<file path="src/rtl/rbcp_initiator.sv">
// rtl/rbcp_initiator.sv - RBCP bus master splitting valid/ready burst commands into per-byte strobes.
// Optional statistics counters are enabled by defining RBCP_INIT_STATS_EN.
module rbcp_initiator #(
    parameter int TIMEOUT_CYCLES = 255,
    parameter int GAP_CYCLES     = 1
) (
    input  logic        CLK,
    input  logic        RST,
    input  logic        CMD_VALID,
    output logic        CMD_READY,
    input  logic        CMD_WRITE,
    input  logic [31:0] CMD_ADDR,
    input  logic [7:0]  CMD_LEN,
    input  logic        WDAT_VALID,
    output logic        WDAT_READY,
    input  logic [7:0]  WDAT,
    output logic        RSP_VALID,
    output logic [7:0]  RSP_RDATA,
    output logic        RSP_LAST,
    output logic        RSP_ERR,
    output logic        BUSY,
    output logic        RBCP_ACT,
    output logic [31:0] RBCP_ADDR,
    output logic        RBCP_WE,
    output logic [7:0]  RBCP_WD,
    output logic        RBCP_RE,
    input  logic [7:0]  RBCP_RD,
    input  logic        RBCP_ACK,
    input  logic        STAT_CLR,
    output logic [15:0] STAT_BYTES,
    output logic [15:0] STAT_TOUT
);

    localparam logic [16:0] TOUT_LIM = 17'(TIMEOUT_CYCLES);
    localparam logic [3:0]  GAP_INIT = 4'(GAP_CYCLES);
    localparam bit          GAP_NONE = (GAP_CYCLES == 0);

    typedef enum logic [2:0] {
        S_IDLE,
        S_SETUP,
        S_FETCH,
        S_STROBE,
        S_WAIT_ACK,
        S_GAP,
        S_END
    } state_t;

    state_t      state_q, state_d;
    logic        act_q, act_d;
    logic [31:0] addr_q, addr_d;
    logic        we_q, we_d;
    logic        re_q, re_d;
    logic [7:0]  wd_q, wd_d;
    logic        write_q, write_d;
    logic [7:0]  cnt_q, cnt_d;
    logic [15:0] timer_q, timer_d;
    logic [3:0]  gap_q, gap_d;
    logic        busy_q, busy_d;
    logic        rsp_valid_q, rsp_valid_d;
    logic [7:0]  rsp_rdata_q, rsp_rdata_d;
    logic        rsp_last_q, rsp_last_d;
    logic        rsp_err_q, rsp_err_d;

    logic        launch;
    logic        byte_done;
    logic        tout_hit;

    assign CMD_READY  = (state_q == S_IDLE);
    assign WDAT_READY = (state_q == S_FETCH);
    assign RSP_VALID  = rsp_valid_q;
    assign RSP_RDATA  = rsp_rdata_q;
    assign RSP_LAST   = rsp_last_q;
    assign RSP_ERR    = rsp_err_q;
    assign BUSY       = busy_q;
    assign RBCP_ACT   = act_q;
    assign RBCP_ADDR  = addr_q;
    assign RBCP_WE    = we_q;
    assign RBCP_WD    = wd_q;
    assign RBCP_RE    = re_q;

    always_comb begin
        state_d     = state_q;
        act_d       = act_q;
        addr_d      = addr_q;
        we_d        = 1'b0;
        re_d        = 1'b0;
        wd_d        = wd_q;
        write_d     = write_q;
        cnt_d       = cnt_q;
        timer_d     = timer_q;
        gap_d       = gap_q;
        busy_d      = busy_q;
        rsp_valid_d = 1'b0;
        rsp_rdata_d = 8'h00;
        rsp_last_d  = 1'b0;
        rsp_err_d   = 1'b0;
        launch      = 1'b0;
        byte_done   = 1'b0;
        tout_hit    = 1'b0;

        case (state_q)
            S_IDLE: begin
                if (CMD_VALID) begin
                    addr_d  = CMD_ADDR;
                    write_d = CMD_WRITE;
                    cnt_d   = CMD_LEN;
                    act_d   = 1'b1;
                    busy_d  = 1'b1;
                    state_d = S_SETUP;
                end
            end
            S_SETUP: begin
                launch = 1'b1;
            end
            S_FETCH: begin
                if (WDAT_VALID) begin
                    wd_d    = WDAT;
                    we_d    = 1'b1;
                    timer_d = 16'd0;
                    state_d = S_STROBE;
                end
            end
            S_STROBE, S_WAIT_ACK: begin
                // An ACK in the strobe cycle itself counts as arrival at timer 0.
                if (RBCP_ACK) begin
                    byte_done   = 1'b1;
                    rsp_valid_d = 1'b1;
                    rsp_rdata_d = write_q ? 8'h00 : RBCP_RD;
                    rsp_last_d  = (cnt_q == 8'd0);
                    if (cnt_q == 8'd0) begin
                        act_d   = 1'b0;
                        state_d = S_END;
                    end else begin
                        cnt_d  = cnt_q - 8'd1;
                        addr_d = addr_q + 32'd1;
                        if (GAP_NONE) begin
                            launch = 1'b1;
                        end else begin
                            gap_d   = GAP_INIT - 4'd1;
                            state_d = S_GAP;
                        end
                    end
                end else if ((state_q == S_WAIT_ACK) &&
                             (({1'b0, timer_q} + 17'd1) >= TOUT_LIM)) begin
                    // Error beat lands TIMEOUT_CYCLES cycles after the strobe.
                    tout_hit    = 1'b1;
                    rsp_valid_d = 1'b1;
                    rsp_err_d   = 1'b1;
                    rsp_last_d  = 1'b1;
                    act_d       = 1'b0;
                    state_d     = S_END;
                end else begin
                    timer_d = timer_q + 16'd1;
                    state_d = S_WAIT_ACK;
                end
            end
            S_GAP: begin
                if (gap_q == 4'd0) begin
                    launch = 1'b1;
                end else begin
                    gap_d = gap_q - 4'd1;
                end
            end
            S_END: begin
                busy_d  = 1'b0;
                state_d = S_IDLE;
            end
            default: begin
                state_d = S_IDLE;
            end
        endcase

        // Start the next byte: writes fetch data first, reads strobe at once.
        if (launch) begin
            if (write_q) begin
                state_d = S_FETCH;
            end else begin
                re_d    = 1'b1;
                timer_d = 16'd0;
                state_d = S_STROBE;
            end
        end
    end

    always_ff @(posedge CLK) begin
        if (RST) begin
            state_q     <= S_IDLE;
            act_q       <= 1'b0;
            addr_q      <= 32'd0;
            we_q        <= 1'b0;
            re_q        <= 1'b0;
            wd_q        <= 8'h00;
            write_q     <= 1'b0;
            cnt_q       <= 8'd0;
            timer_q     <= 16'd0;
            gap_q       <= 4'd0;
            busy_q      <= 1'b0;
            rsp_valid_q <= 1'b0;
            rsp_rdata_q <= 8'h00;
            rsp_last_q  <= 1'b0;
            rsp_err_q   <= 1'b0;
        end else begin
            state_q     <= state_d;
            act_q       <= act_d;
            addr_q      <= addr_d;
            we_q        <= we_d;
            re_q        <= re_d;
            wd_q        <= wd_d;
            write_q     <= write_d;
            cnt_q       <= cnt_d;
            timer_q     <= timer_d;
            gap_q       <= gap_d;
            busy_q      <= busy_d;
            rsp_valid_q <= rsp_valid_d;
            rsp_rdata_q <= rsp_rdata_d;
            rsp_last_q  <= rsp_last_d;
            rsp_err_q   <= rsp_err_d;
        end
    end

`ifdef RBCP_INIT_STATS_EN
    logic [15:0] stat_bytes_q, stat_bytes_d;
    logic [15:0] stat_tout_q, stat_tout_d;

    // A clear wins over a coincident increment; counters saturate.
    always_comb begin
        stat_bytes_d = stat_bytes_q;
        stat_tout_d  = stat_tout_q;
        if (STAT_CLR) begin
            stat_bytes_d = 16'd0;
            stat_tout_d  = 16'd0;
        end else begin
            if (byte_done && (stat_bytes_q != 16'hFFFF)) begin
                stat_bytes_d = stat_bytes_q + 16'd1;
            end
            if (tout_hit && (stat_tout_q != 16'hFFFF)) begin
                stat_tout_d = stat_tout_q + 16'd1;
            end
        end
    end

    always_ff @(posedge CLK) begin
        if (RST) begin
            stat_bytes_q <= 16'd0;
            stat_tout_q  <= 16'd0;
        end else begin
            stat_bytes_q <= stat_bytes_d;
            stat_tout_q  <= stat_tout_d;
        end
    end

    assign STAT_BYTES = stat_bytes_q;
    assign STAT_TOUT  = stat_tout_q;
`else
    logic unused_stats;
    assign unused_stats = STAT_CLR ^ byte_done ^ tout_hit;
    assign STAT_BYTES   = 16'd0;
    assign STAT_TOUT    = 16'd0;
`endif

endmodule
</file>
<file path="config.mk">
export PLATFORM = sky130hd
export DESIGN_NAME = rbcp_initiator
export DESIGN_NICKNAME = d
export VERILOG_FILES = /design/src/rtl/rbcp_initiator.sv
export SDC_FILE = /design/constraint.sdc
export NUM_CORES = 1
export LEC_CHECK = 0
export ABC_AREA = 1
export BUFFER_PORTS_ARGS = -buffer_cell sky130_fd_sc_hd__buf_4
export CAP_MARGIN = 20
export CORE_MARGIN = 4
export CORE_UTILIZATION = 53
export CTS_BUF_LIST = sky130_fd_sc_hd__clkbuf_16
export CTS_CLUSTER_DIAMETER = 80
export CTS_CLUSTER_SIZE = 30
export DETAILED_ROUTE_END_ITERATION = 7
export PLACE_DENSITY = 0.81
export SYNTH_ARGS = -nofsm -noshare
export SYNTH_HDL_FRONTEND = slang
export SYNTH_SLANG_ARGS = --single-unit
</file>
<file path="constraint.sdc">
create_clock -name CLK -period 2.4 [get_ports CLK]
set_input_delay 0.36 -clock CLK [delete_from_list [all_inputs] [get_ports CLK]]
set_output_delay 0.36 -clock CLK [all_outputs]
set_load 0.01 [all_outputs]
</file>
==> metrics.txt <==
Die Width 108.2 um; P_leak between 2 and 3 nW; global-route wire length before repair 22,750 um; largest net degree at the start of global routing 40; Resized cells post-CTS 0; footprint of the multi-input gates 2982 um^2; warnings from Yosys 0; CP Data Required Time around 2.7 ns; Avg Inst Size Synth 6.549 um^2; drt via density 5.146; vias in the first global route 4,902; min Tclk post-route 2.181 ns; post-synthesis cell type count 39; PD cells 1064 nW/um^2; drt first-iter violations 269; Tcrit/Tclk final 90.86%; I/O pin count 152; Ant. Diodes 0; Global Route Usage Sum 23.84%; Worst Path Buf+Inv 0; cells along the critical path nand2_1 > nor2_4 > nand2_2 > nand2_2 > nand2_1 > nor3_1 > nor2_1 > nand2_2 > nand2_4 > nand2_8 > nand2_4 > nand2_2 > nand2_1 > a21oi_2; total length of routed wires 13,740 um; Final setup violation count 0; largest area contributor in the netlist dfxtp_1; endpoint class of the critical path flop; RSZ-0062 raised after global routing false; fraction of registers with async set/reset 0%; filler instances 906; fmax 458.6 MHz; CTS tree done; core area 9774 um^2; CP max stage cell dfxtp_1; crit path kind flop to flop; Inserted Clock Buffers 9; most frequent cell after synthesis nand2_1; Initial Utilization ~54%; setup clock skew after layout 0.01015 ns; Remaining DRCs 0; register area share after synthesis 32.75%; share of cells above drive strength 1 20.58%; EDFF count, synth 0; row cnt 36; fin nets 992; pins over their slew limit 0; Min-Delay Path Class input port to flop; clk_lat worst skew ~0.35 ns; initial antenna violation count 0; root buf cell clkbuf_16; Final Cell Area between 6000 and 7000 um^2; top cell type's share of synthesized area 32.75%; Yosys reg bits 87; placed instance area approximately 6200 um^2; htree depth 3; Via Count 5,460; total iterations of the first detailed-routing run 6; Final Hold Viols 0; Reg clk slew, reported paths 0.07 ns; input/output buffers ~120; CTS sink cnt 87; most frequent cells after synthesis nand2_1, nor2_1, inv_1; status complete, no violations; crit path DAT 2.46 ns; crit-path most repeated cell nand2_2; Die H 108.2 um; max incr delay on CP 0.46 ns; delay-heaviest family, CP simple AND/OR/NAND/NOR gates; post-layout util between 60% and 70%; DP HPWL 10,150 um; Die ar. 11,700 um^2; post-synthesis cell count ~810; gpl congestion 0.9349; startpoint types flop; Final ANT Viol Nets 0; GR Overflow Total 0; max-cap violations 0; critical path fanouts, max 7; clk buf depth 2; peak supply drop 0.6411 mV; P&R area growth vs syn 22.49%; Post-CTS Setup Inserts 0; Main synth FF type dfxtp_1; Cell Area, Synth 5318 um^2; Seq. cell area 1744 um^2; # hold bufs at CTS 0; total negative slack 0 ns; largest cells by area after synthesis dfxtp_1, nand2_1, nor2_1, inv_1, o21ai_0; WL per Instance 12.95 um
-- sequential cells by signal, indices dropped and copies added, names as in the netlist --
| name | flops |
|---|---|
| BUSY | 1 |
| RBCP_ACT | 1 |
| RBCP_ADDR | 32 |
| RBCP_RE | 1 |
| RBCP_WD | 8 |
| RBCP_WE | 1 |
| RSP_ERR | 1 |
| RSP_LAST | 1 |
| RSP_RDATA | 8 |
| RSP_VALID | 1 |
| cnt_q | 8 |
| gap_q | 4 |
| state_q | 3 |
| timer_q | 16 |
| write_q | 1 |
-- path summary, 6_finish.rpt --
path,start,cells after the start,slack [ns],to
min reg2reg,write_q,2,0.48,write_q
max reg2reg,timer_q[2],14,0.22,timer_q[4]
max,timer_q[2],14,0.22,timer_q[4]
min,RBCP_RD[1],3,0.23,RSP_RDATA[1]
-- cell type report --
| type | count | area share [%] |
|---|---|---|
| Timing Repair Buffer | 132 | 15.21 |
| Clock buffer | 9 | 3.458 |
| Clock inverter | 7 | 0.8644 |
| Inverter | 93 | 5.359 |
| Multi-Input combinational cell | 600 | 45.77 |
| Sequential cell | 87 | 26.78 |
| Tap cell | 133 | 2.555 |
-- cells by family (layout without fill, tap and decap cells) --
group / count (synthesis) / in the layout / share of synthesized area (%)
AOI/OAI and AO/OA: 137 / 137 / 14.52
buffers and inverters: 156 / 241 / 13.79
DFF: 87 / 87 / 32.75
and+or+nand+nor: 403 / 403 / 33.84
adders and majority gates: 6 / 6 / 1.412
xor gates and xnor gates: 22 / 22 / 3.624
other: 1 / 32 / 0.07052
-- per-stage QoR --
| step | total power, mW | hold slack (ns) | setup WS [ns] | std cells |
|---|---|---|---|---|
| final | 6.928 | 0.2258 | 0.2194 | 1061 |
| after global routing | 7.493 | 0.2315 | 0.01533 | 1061 |
| after CTS | 6.934 | 0.2258 | 0.1036 | 1061 |
| after detailed placement | 5.587 | 0.4669 | 0.1317 | 1045 |
| after global placement | 5.542 | 0.4542 | 0.1821 | 1045 |
| after floorplan | 4.495 | 0.4371 | 0.3705 | 843 |
-- placed cells by master, fill, tap and decap left out, drive strengths merged --
cell / synthesis / routed
ha: 6 / 6
or2: 7 / 7
and3: 1 / 1
dfxtp: 87 / 87
inv: 92 / 94
nand2: 185 / 185
xor2: 14 / 14
nor4: 8 / 8
nor2: 112 / 112
clkbuf: 18 / 9
a221oi: 3 / 3
a211oi: 3 / 3
nand3: 44 / 44
o21ai: 57 / 57
a31oi: 9 / 9
o211ai: 7 / 7
a311o: 1 / 1
buf: 45 / 132
o31ai: 1 / 1
conb: 1 / 32
clkinv: 1 / 3
nand3b: 3 / 3
o22ai: 1 / 1
xnor2: 8 / 8
nor3: 20 / 20
nand4: 23 / 23
a21oi: 55 / 55
clkinvlp: 0 / 3
-- worst min-delay path: stages --
cell and delay (ns):
buf_4 0.07, inv_1 0.03, nor2_1 0.08
-- layer usage --
layer / up-vias / global-route usage, % / part of all wire [%]
met5: - / 0 / 0
met3: 20 / 4.239 / 7.2
li1: 2802 / - / -
met1: 2451 / 32.48 / 45
met2: 187 / 37.74 / 46
met4: 0 / 8.927 / 2.0
-- power by group --
part           internal, mW  leakage, nW  total (mW)  switching, mW
clock network         0.713        0.130        1.35          0.633
logic                  1.29         2.05        3.25           1.96
registers              1.88        0.712        2.33          0.457
total                  3.88         2.89        6.93           3.05
Note: power is estimated with default switching activity, not from simulation.
